--- src/rtl/shake_ctrl.sv ---
`default_nettype none
// ============================================================================
//  Module   : shake_ctrl
//  Purpose  : Sequencing controller for the SHAKE core. It accepts a hash
//             command, drives the shared size_counter through message
//             absorption, padding and squeezing, and issues permutation
//             start requests to the Keccak datapath.
//  Revision : 1.0 - initial release
// ----------------------------------------------------------------------------
//  Parameters
//    W          : lane/word width in bits (64)
//    WIDTH      : length/counter width, matches the size_counter instance
//    RATE_WORDS : rate in words (21 = SHAKE128, 17 = SHAKE256)
//  Ports
//    clk, rst                    : clock; asynchronous active-low reset
//    cmd_valid/cmd_ready         : command handshake, in_len/out_len in bits
//    din_valid/din_ready/din_bits: message word handshake and valid bit count
//    cnt_*                       : size_counter load/step/enable and flags
//    word_idx                    : rate word index for absorb, pad, squeeze
//    pad_en/pad_offset           : one-cycle pad strobe and bit offset
//    perm_start/perm_done        : permutation request / completion pulse
//    dout_valid/dout_ready/
//    dout_last/dout_bits         : output word handshake and qualifiers
//    busy                        : high whenever the FSM is not idle
//  Build option
//    SHAKE_CTRL_ABORT_EN : adds the 'abort' input. A non-idle command is
//                          dropped on the next edge; permutation states
//                          first wait for perm_done.
// ============================================================================
module shake_ctrl #(
    parameter int W          = 64,
    parameter int WIDTH      = 32,
    parameter int RATE_WORDS = 21
) (
    input  logic             clk,
    input  logic             rst,
    input  logic             cmd_valid,
    output logic             cmd_ready,
    input  logic [WIDTH-1:0] in_len,
    input  logic [WIDTH-1:0] out_len,
    input  logic             din_valid,
    output logic             din_ready,
    output logic [6:0]       din_bits,
    output logic [WIDTH-1:0] cnt_data_in,
    output logic [WIDTH-1:0] cnt_step,
    output logic [10:0]      cnt_block_size,
    output logic             cnt_en_data,
    output logic             cnt_en_count,
    output logic             cnt_en_block,
    input  logic [WIDTH-1:0] cnt_value,
    input  logic             cnt_last_word,
    input  logic             cnt_end,
    output logic [4:0]       word_idx,
    output logic             pad_en,
    output logic [6:0]       pad_offset,
    output logic             perm_start,
    input  logic             perm_done,
    output logic             dout_valid,
    input  logic             dout_ready,
    output logic             dout_last,
    output logic [6:0]       dout_bits,
`ifdef SHAKE_CTRL_ABORT_EN
    input  logic             abort,
`endif
    output logic             busy
);

    // ------------------------------------------------------------------
    // Constants and state encoding
    // ------------------------------------------------------------------
    localparam logic [WIDTH-1:0] c_w_cnt    = WIDTH'(W);
    localparam logic [6:0]       c_w_bits   = 7'(W);
    localparam logic [4:0]       c_last_idx = 5'(RATE_WORDS - 1);
    localparam logic [10:0]      c_block    = 11'(RATE_WORDS * W);

    localparam logic [3:0] S_IDLE     = 4'd0;
    localparam logic [3:0] S_LOAD_IN  = 4'd1;
    localparam logic [3:0] S_ABSORB   = 4'd2;
    localparam logic [3:0] S_PERM_ABS = 4'd3;
    localparam logic [3:0] S_PAD      = 4'd4;
    localparam logic [3:0] S_PERM_PAD = 4'd5;
    localparam logic [3:0] S_LOAD_OUT = 4'd6;
    localparam logic [3:0] S_SQUEEZE  = 4'd7;
    localparam logic [3:0] S_PERM_SQZ = 4'd8;

    logic [3:0]       r_state;
    logic [3:0]       w_next_state;
    logic [WIDTH-1:0] r_out_len;
    logic [4:0]       r_word_idx;
    logic [6:0]       r_pad_offset;
    logic             r_perm_issued;   // start already sent in this PERM_* visit
    logic             r_settle;        // second (settle) cycle of LOAD_OUT

    logic [6:0]       w_cnt_bits;
    logic             w_is_perm;
    logic             w_perm_done_ok;
    logic             w_cmd_acc;
    logic             w_din_hs;
    logic             w_dout_hs;
    logic             w_full_word;
    logic             w_idx_wrap;

    // ------------------------------------------------------------------
    // Shared combinational helpers
    // ------------------------------------------------------------------
    // Both the absorb and squeeze word sizes are min(counter, W).
    assign w_cnt_bits = (cnt_value >= c_w_cnt) ? c_w_bits : cnt_value[6:0];

    assign w_is_perm  = (r_state == S_PERM_ABS) || (r_state == S_PERM_PAD) ||
                        (r_state == S_PERM_SQZ);

    // A done pulse is only honoured after our own start has gone out, so a
    // stray pulse coinciding with the entry cycle cannot end the wait.
    assign w_perm_done_ok = w_is_perm && r_perm_issued && perm_done;

    // Handshakes are formed from state and registered counter flags only.
    assign w_cmd_acc   = (r_state == S_IDLE) && cmd_valid;
    assign w_din_hs    = (r_state == S_ABSORB) && !cnt_end && din_valid;
    assign w_dout_hs   = (r_state == S_SQUEEZE) && dout_ready;
    assign w_full_word = (w_cnt_bits == c_w_bits);
    assign w_idx_wrap  = (r_word_idx == c_last_idx);

`ifdef SHAKE_CTRL_ABORT_EN
    logic r_abort_pend;                // abort seen while a permutation runs
    logic w_abort_req;
    assign w_abort_req = abort || r_abort_pend;
`endif

    // ------------------------------------------------------------------
    // FSM: state register
    // ------------------------------------------------------------------
    always_ff @(posedge clk or negedge rst) begin
        if (!rst) begin
            r_state <= S_IDLE;
        end else begin
            r_state <= w_next_state;
        end
    end

    // ------------------------------------------------------------------
    // FSM: next-state logic
    // ------------------------------------------------------------------
    always_comb begin
        w_next_state = r_state;
        case (r_state)
            S_IDLE: begin
                if (cmd_valid) w_next_state = S_LOAD_IN;
            end
            S_LOAD_IN: begin
                w_next_state = S_ABSORB;
            end
            S_ABSORB: begin
                if (cnt_end) begin
                    w_next_state = S_PAD;
                end else if (w_din_hs && w_full_word && w_idx_wrap) begin
                    w_next_state = S_PERM_ABS;
                end
            end
            S_PERM_ABS: begin
                if (w_perm_done_ok) w_next_state = S_LOAD_IN;
            end
            S_PAD: begin
                w_next_state = S_PERM_PAD;
            end
            S_PERM_PAD: begin
                if (w_perm_done_ok) w_next_state = S_LOAD_OUT;
            end
            S_LOAD_OUT: begin
                if (r_settle) begin
                    w_next_state = (r_out_len == '0) ? S_IDLE : S_SQUEEZE;
                end
            end
            S_SQUEEZE: begin
                if (w_dout_hs) begin
                    if (cnt_last_word) begin
                        w_next_state = S_IDLE;
                    end else if (w_idx_wrap) begin
                        w_next_state = S_PERM_SQZ;
                    end
                end
            end
            S_PERM_SQZ: begin
                if (w_perm_done_ok) w_next_state = S_SQUEEZE;
            end
            default: begin
                w_next_state = S_IDLE;
            end
        endcase
`ifdef SHAKE_CTRL_ABORT_EN
        // Abort overrides everything, but a running permutation is allowed
        // to finish so the datapath is never left mid-round.
        if ((r_state != S_IDLE) && w_abort_req) begin
            if (!w_is_perm || w_perm_done_ok) begin
                w_next_state = S_IDLE;
            end else begin
                w_next_state = r_state;
            end
        end
`endif
    end

    // ------------------------------------------------------------------
    // FSM: output logic
    // ------------------------------------------------------------------
    always_comb begin
        cmd_ready    = 1'b0;
        din_ready    = 1'b0;
        dout_valid   = 1'b0;
        dout_last    = 1'b0;
        pad_en       = 1'b0;
        perm_start   = 1'b0;
        cnt_en_data  = 1'b0;
        cnt_en_count = 1'b0;
        cnt_en_block = 1'b0;
        cnt_data_in  = in_len;
        case (r_state)
            S_IDLE: begin
                cmd_ready    = 1'b1;
                cnt_en_data  = w_cmd_acc;
                cnt_en_block = w_cmd_acc;
            end
            S_ABSORB: begin
                din_ready    = !cnt_end;
                cnt_en_count = w_din_hs;
            end
            S_PAD: begin
                pad_en = 1'b1;
            end
            S_PERM_ABS, S_PERM_PAD, S_PERM_SQZ: begin
                perm_start = !r_perm_issued;
            end
            S_LOAD_OUT: begin
                cnt_data_in = r_out_len;
                cnt_en_data = !r_settle;
            end
            S_SQUEEZE: begin
                dout_valid   = 1'b1;
                dout_last    = cnt_last_word;
                cnt_en_count = w_dout_hs;
            end
            default: begin
                cmd_ready = 1'b0;
            end
        endcase
    end

    assign busy           = (r_state != S_IDLE);
    assign din_bits       = w_cnt_bits;
    assign dout_bits      = w_cnt_bits;
    assign word_idx       = r_word_idx;
    assign pad_offset     = r_pad_offset;
    assign cnt_step       = c_w_cnt;
    assign cnt_block_size = c_block;

    // ------------------------------------------------------------------
    // FSM-qualifying flags
    // ------------------------------------------------------------------
    always_ff @(posedge clk or negedge rst) begin
        if (!rst) begin
            r_perm_issued <= 1'b0;
            r_settle      <= 1'b0;
        end else begin
            r_perm_issued <= w_is_perm && (w_next_state == r_state);
            r_settle      <= (r_state == S_LOAD_OUT) && (w_next_state == S_LOAD_OUT);
        end
    end

`ifdef SHAKE_CTRL_ABORT_EN
    always_ff @(posedge clk or negedge rst) begin
        if (!rst) begin
            r_abort_pend <= 1'b0;
        end else if (w_next_state == S_IDLE) begin
            r_abort_pend <= 1'b0;
        end else if (abort && w_is_perm) begin
            r_abort_pend <= 1'b1;
        end
    end
`endif

    // ------------------------------------------------------------------
    // Command registers, rate word index and pad offset
    // ------------------------------------------------------------------
    always_ff @(posedge clk or negedge rst) begin
        if (!rst) begin
            r_out_len    <= '0;
            r_word_idx   <= '0;
            r_pad_offset <= '0;
        end else begin
            if (w_cmd_acc) begin
                r_out_len    <= out_len;
                r_word_idx   <= '0;
                // A zero-length message must pad at bit 0, not at a stale offset.
                r_pad_offset <= '0;
            end

            if (w_din_hs) begin
                if (w_full_word) begin
                    r_pad_offset <= '0;
                    r_word_idx   <= w_idx_wrap ? 5'd0 : r_word_idx + 5'd1;
                end else begin
                    // Partial word: the pad lands right after it in the same lane.
                    r_pad_offset <= w_cnt_bits;
                end
            end

            if ((r_state == S_PERM_PAD) && w_perm_done_ok) begin
                r_word_idx <= '0;
            end

            if (w_dout_hs) begin
                r_word_idx <= w_idx_wrap ? 5'd0 : r_word_idx + 5'd1;
            end
        end
    end

endmodule
`default_nettype wire

--- config.mk ---
export PLATFORM = sky130hd
export DESIGN_NAME = shake_ctrl
export DESIGN_NICKNAME = d
export VERILOG_FILES = /design/src/rtl/shake_ctrl.sv
export SDC_FILE = /design/constraint.sdc
export NUM_CORES = 1
export LEC_CHECK = 0
export CAP_MARGIN = 10
export CORE_AREA = 2 2 123 101
export DETAILED_ROUTE_END_ITERATION = 8
export DIE_AREA = 0 0 125 103
export PLACE_DENSITY = 0.69
export SYNTH_ARGS = -nofsm -noshare
export SYNTH_HDL_FRONTEND = slang
export SYNTH_SLANG_ARGS = --single-unit
export TNS_END_PERCENT = 10
--- constraint.sdc ---
create_clock -name clk -period 1.9 [get_ports clk]
set_input_delay 0.38 -clock clk [delete_from_list [all_inputs] [get_ports clk]]
set_output_delay 0.38 -clock clk [all_outputs]
set_load 0.02 [all_outputs]
==> impl_metrics.toml, run 1 <==
[worst_setup_path]
critPathTopFamily = "simple AND/OR/NAND/NOR gates"
cp_num_buf_inv = 2
worstPathArrival_ns = 1.90
rrSetupSlack_ns = 0.07
cp-start-kind = "register"
r2r_cells = 6
crit_slowest_cell = "or3b_4"
required_ns = 1.52
r2r_end = "word_idx[0]"
cpPeakStageDelay_ns = 0.42
worstSetupPathType = "register to output port"
rr_startpoint = "r_state[0]"
cp-end-kind = "output port"
path_cells = "nand2b_4 -> or3b_4 -> buf_12 -> mux2_4 -> buf_2"
critPathMaxFanout = 18
crit_cells = 5
startpoint = "r_state[3]"

[sta]
fmax_mhz = 439
period_share_pct = 120
hold_violations = 0
fin_crit_ns = 2.28
max-slew-margin-rel_pct = 64.2
tightest_slew_ns = 0.538
final.setup.tns_ns = -11.67
grt_setup_unrepaired = "true"
setup_viol = 36
fin_skew_ns = 0.00512
slew_viol_final = 0
layout_setup_ws_ns = -0.376

[power]
p_leak_nw = 2.46
combPwrFrac_pct = 51.5
ir_worst_vdd_mv = 0.484
p_sw_mw = 2.15
p_int_mw = 3.54
power_switching_share_pct = 37.7
power.clock.fraction_pct = 15.3
powerDensity_nw_per_um2 = 1060
power_mw = 5.69
power_frac_seq_pct = 33.1

[cells_and_area]
diodes = 0
final_util_pct = 45.3
mostFrequentLayoutCells = "clkdlybuf4s50_1, dfrtp_1, conb_1, buf_6"
fin_cells = 645
final_common_cell = "clkdlybuf4s50_1"
area.growth.synth_to_final_pct = 56.9
nets = 598
design_area_um2 = 5340
drive_gt1_share_pct = 35.7

[clock_network]
cts_root_buffer = "clkbuf_16"
clock-sinks = 50
cts_tree = "built"
htreeDepth = 2
clk_latency_ns = 0.28
clockBufferDepth = 2
clk_pin_slew_ns = 0.07
numCtsBuffers = 5

[place]
dp.cells = 635
dpl.hpwl_mm = 7.78
io_buffers = 171
dpl_cell_area_um2 = 5170
routabilityCongestion = 0.794

[logic_synthesis]
syn_avg_cell_area_um2 = 11.1
ys_types = 49
synthCells = 308
synth_top_area_share_pct = 36.7
yosys_warnings = 0
synth_top_area_cell = "dfrtp_1"
netlist_area_um2 = 3410
netlist_top_cells_area = "dfrtp_1, mux2_4, buf_4"
synth-edff-count = 0
ys_seq_area_share_pct = 36.7
synth_ff_type = "dfrtp_1"
async_reset_ff_share_pct = 100
synth-seq-cells = 50

[die]
ios = 215
dieArea_um2 = 12900
core_area_um2 = 11800
start_util_pct = 28.9
die_w_um = 125
rows = 36
die_h_um = 103

[hold_path]
hp-class = "input pin to asynchronous set/reset pin"

[grt]
grt_max_degree = 31
gr-total-overflow = 0
antenna_found_initial = 0
grt_usage_pct = 14.4
grt_pass1_wl_mm = 15.0
first_global_vias = 2890

[status]
violations = "setup timing"
status = "finished, violations left"

[drt]
wl_per_cell_um = 15.3
post-route-drc-count = 0
dr_total_vias = 2906
drt_iter0_drc = 109
vias_per_cell = 4.51
drtPass1Iterations = 4
postRouteAntennaNets = 0
totalWireLength_mm = 9.84

[run]
cap_violations = 0
repair_timing:
item                                   CTS  global route
buffers inserted                         1             0
gates resized for setup                338            51
endpoints found under the hold margin    0             0
pin swaps                               13             2
cloned                                   1             0
setup endpoints to repair               94            60
hold buffers                             0             0
sequential cells by signal (all words and copies together) (netlist names):
signal         cells
pad_offset         7
r_out_len         32
r_perm_issued      1
r_settle           1
r_state            4
word_idx           5
worst max-delay path by stage:
stage | end | slack (ns)
2_1_floorplan | cnt_data_in[10] | -0.09
6_report | cnt_data_in[18] | -0.38
3_3_place_gp | dout_bits[0] | -0.85
3_5_place_dp | dout_bits[0] | -0.87
4_1_cts | cnt_data_in[14] | -0.39
5_1_grt | cnt_data_in[18] | -0.42
through the flow:
step	hold slack, ns	setup slack, ns
CTS	0.0848	-0.391
floorplan	0.0844	-0.0939
global placement	0.389	-0.846
finish	0.0739	-0.376
global route	0.110	-0.416
detailed placement	0.398	-0.869
routing by layer:
| layer | track usage [%] | vias to the layer above | part of all wire, % |
|---|---|---|---|
| met1 | 18.9 | 1411 | 42 |
| met4 | 1.79 | 0 | 0.24 |
| met3 | 4.05 | 2 | 7.5 |
| met5 | 0 | - | 0 |
| li1 | - | 1375 | - |
| met2 | 24.5 | 118 | 50 |
layout make-up:
cell class                 count  area, um2
fill                        1139       6460
sequential                    50       1250
multi-input combinational    227       1860
tap                          152        190
inverter                       8       30.0
timing repair buffer         200       1870
clock inverter                 2       13.8
clock buffer                   6        129
cell families after synthesis:
group,Yosys count,share of synthesized area (%)
and+or+nand+nor,82,13.9
buffers and inverters,72,16.3
muxes,65,24.8
DFF,50,36.7
AOI/OAI and AO/OA,34,7.13
adders and majority gates,2,0.735
other,2,0.221
xor gates and xnor gates,1,0.257
power by group through the flow:
stage / clock [mW] / sequential [mW] / combinational [mW]
final: 0.873 / 1.88 / 2.93
after CTS: 0.913 / 1.89 / 2.85
after detailed placement: 0 / 1.89 / 2.88
after global placement: 0 / 1.88 / 2.82
after floorplan: 0 / 1.79 / 1.90
after global routing: 0.951 / 1.96 / 3.16
synth_stat cells (4+ instances only):
library cell	instances
buf_4	52
and2_1	11
nor4_1	12
mux2_2	14
mux2_1	20
a22o_1	6
nor2_1	14
nand4_1	4
mux2_4	30
nand3_1	7
buf_6	5
dfrtp_1	50
o21ai_0	8
inv_1	8
nand2_1	12
nor3_1	5
No activity file was read; power rests on OpenSTA's default activity.
==> inputs of run 2 (changes only) <==
- GPL_ROUTABILITY_DRIVEN: unset -> 0
==> results of run 2 <==
The final DEF is identical to that of run 1; final timing and power are the same.
==> RTL edit, RTL diff (settings of run 2) <==
Build with the macro `SHAKE_CTRL_ABORT_EN` defined.
--- a/src/rtl/shake_ctrl.sv
+++ b/src/rtl/shake_ctrl.sv
@@ -29,2 +29,4 @@
 // ============================================================================
+`define SHAKE_CTRL_ABORT_EN
+
 module shake_ctrl #(
Interface: changed (added abort); port bits go from 215 to 216. No check against the original RTL was run, so the function may have changed too.
==> RTL edit against run 2 <==
- the flow still finishes with violations (setup timing)
- clock skew is 2.6 ps higher
- sequential cell count is 1 higher
- design area is 6.4% higher
- worst setup slack better by 14 ps
- non-clock buffer count is 27 higher
- maximum frequency is 0.62% higher
- area after synthesis is 3.7% lower
- routed wire length is 7.2% higher
- total power is 3.5% lower
==> RTL edit: results (changes against run 2) <==
- DR vias: 3097 (+6.6%)
- CP max stage cell: or4b_4
- Sequential area share after synthesis: 38.9% (+2.2 points)
- XOR/XNOR share of the synthesized area: 0.534% (+0.28 points)
- Routed len/inst: 15.4 um (+0.82%)
- Failing checks: setup timing
- Nets: 640 (+7.0%)
- Arr. time, crit path: 1880 ps (-20 ps)
- Post-Synth Adder-Cell Area: 1.07% (+0.33 points)
- Startpoint types: register
- All-Layer GR Usage: 16.0% (+1.7 points)
- Post-route worst setup slack: -362 ps (+14.1 ps)
- Later-pin clock latency in the skew report: 290 ps
- Setup violators final: 74 (+110%)
- Crit path largest cell delay: 540 ps (+120 ps)
- Switching share of total power: 36.3% (-1.5 points)
- Prevailing post-synth register cell: dfrtp_1
- Status: finished with violations
- Met2 WL post-DR: 5260 um (+6.7%)
- H-tree levels: 2 (unchanged)
- Share of cells above drive strength 1: 44.8% (+9.1 points)
- Commonest cells post-synth: 64 x mux2_2, 53 x buf_4, 51 x dfrtp_1
- First-pass GRT wire length: 16700 um (+11%)
- M1 WL: 4480 um (+8.0%)
- Vias in the first global route: 3314 (+15%)
- Routed length on met3: 728 um (-0.95%)
- Worst-path fanout max: 2 (-16)
- Synth top area cells: dfrtp_1 39%, mux2_2 22%, buf_4 12%
- Place WS: -861 ps (+7.59 ps)
- P&R area growth vs syn: 73.3%
- Largest net degree at the start of global routing: 35 (+13%)
- P_leak: 2.51 nW (+2.0%)
- Max reg flops: 32 (unchanged)
- I/O Buffers: 172 (+0.58%)
- Multiplexer area fraction after synthesis: 22.0% (-2.8 points)
- Post-synth ARST share: 100% (unchanged)
- Top sig layer: met4
- Placed instance area: 5340 sq um (+3.3%)
- Clock skew: 7.67 ps (+2.55 ps)
- DP HPWL: 8000 um (+2.8%)
- Antenna violations before repair: 0 (unchanged)
- Compound-cell area share of the yosys netlist: 7.74% (+0.62 points)
- Yosys cell types: 46 (-6.1%)
- Fillers: 1114 (-2.2%)
- 1st-iter DRT viols: 135 (+24%)
- Maximum VDD drop: 0.405 mV (-16%)
[RTL edit: stage by stage]
stage / TNS, ps / std cells
2_1_floorplan: -1240 / 359
3_3_place_gp: -32820 / 671
3_5_place_dp: -34380 / 671
4_1_cts: -14950 / 687
5_1_grt: -20710 / 686
6_report: -12930 / 686
[RTL edit: path summary, 6_finish.rpt]
path	slack, ps	endpoint	cells past startpoint
min in group clk	500	pad_offset[6]	1
max	-360	cnt_en_count	5
min	30	pad_offset[2]	1
max in group asynchronous	1330	r_out_len[10]	2
max reg2reg	-280	r_settle	8
min reg2reg	500	pad_offset[6]	1
[RTL edit: power groups by stage]
stage / clock [W] / sequential, W / combinational [W]
floorplan: 0 / 0.00175 / 0.00150
global placement: 0 / 0.00182 / 0.00251
detailed placement: 0 / 0.00184 / 0.00256
CTS: 0.000955 / 0.00184 / 0.00267
global route: 0.00101 / 0.00192 / 0.00293
finish: 0.000932 / 0.00186 / 0.00270
[RTL edit: area by class of cell]
| class | instances | share of cell area, % |
|---|---|---|
| Tap cell | 152 | 3.34 |
| Multi-Input combinational cell | 239 | 34.1 |
| Sequential cell | 51 | 22.4 |
| Inverter | 9 | 0.682 |
| Timing Repair Buffer | 227 | 36.8 |
| Clock buffer | 5 | 2.20 |
| Clock inverter | 3 | 0.462 |
[RTL edit: what timing repair did]
action | in CTS | in global routing
buffers inserted | 5 | 1
setup endpoints to repair | 77 | 103
cloned | 3 | 0
gates resized for setup | 375 | 39
pin swaps | 19 | 7
[RTL edit: cells by family after synthesis]
kind of cell / count (synthesis)
fa+ha+maj: 3
simple gates: 90
compound gates: 37
xor+xnor: 2
flops: 51
other cells: 2
buf+inv: 69
mux: 64
[RTL edit: critical path, delay by kind of cell (launching register included)]
family,cells,cell delay (ps)
buffers and inverters,2,240
flip-flops,1,410
AND/OR/NAND/NOR,3,950
[RTL edit: per-layer routing]
| layer | up-vias | track usage (%) |
|---|---|---|
| met5 | - | 0 |
| met4 | 0 | 3.25 |
| met3 | 7 | 3.58 |
| met2 | 126 | 28.1 |
| met1 | 1496 | 20.7 |
| li1 | 1468 | - |
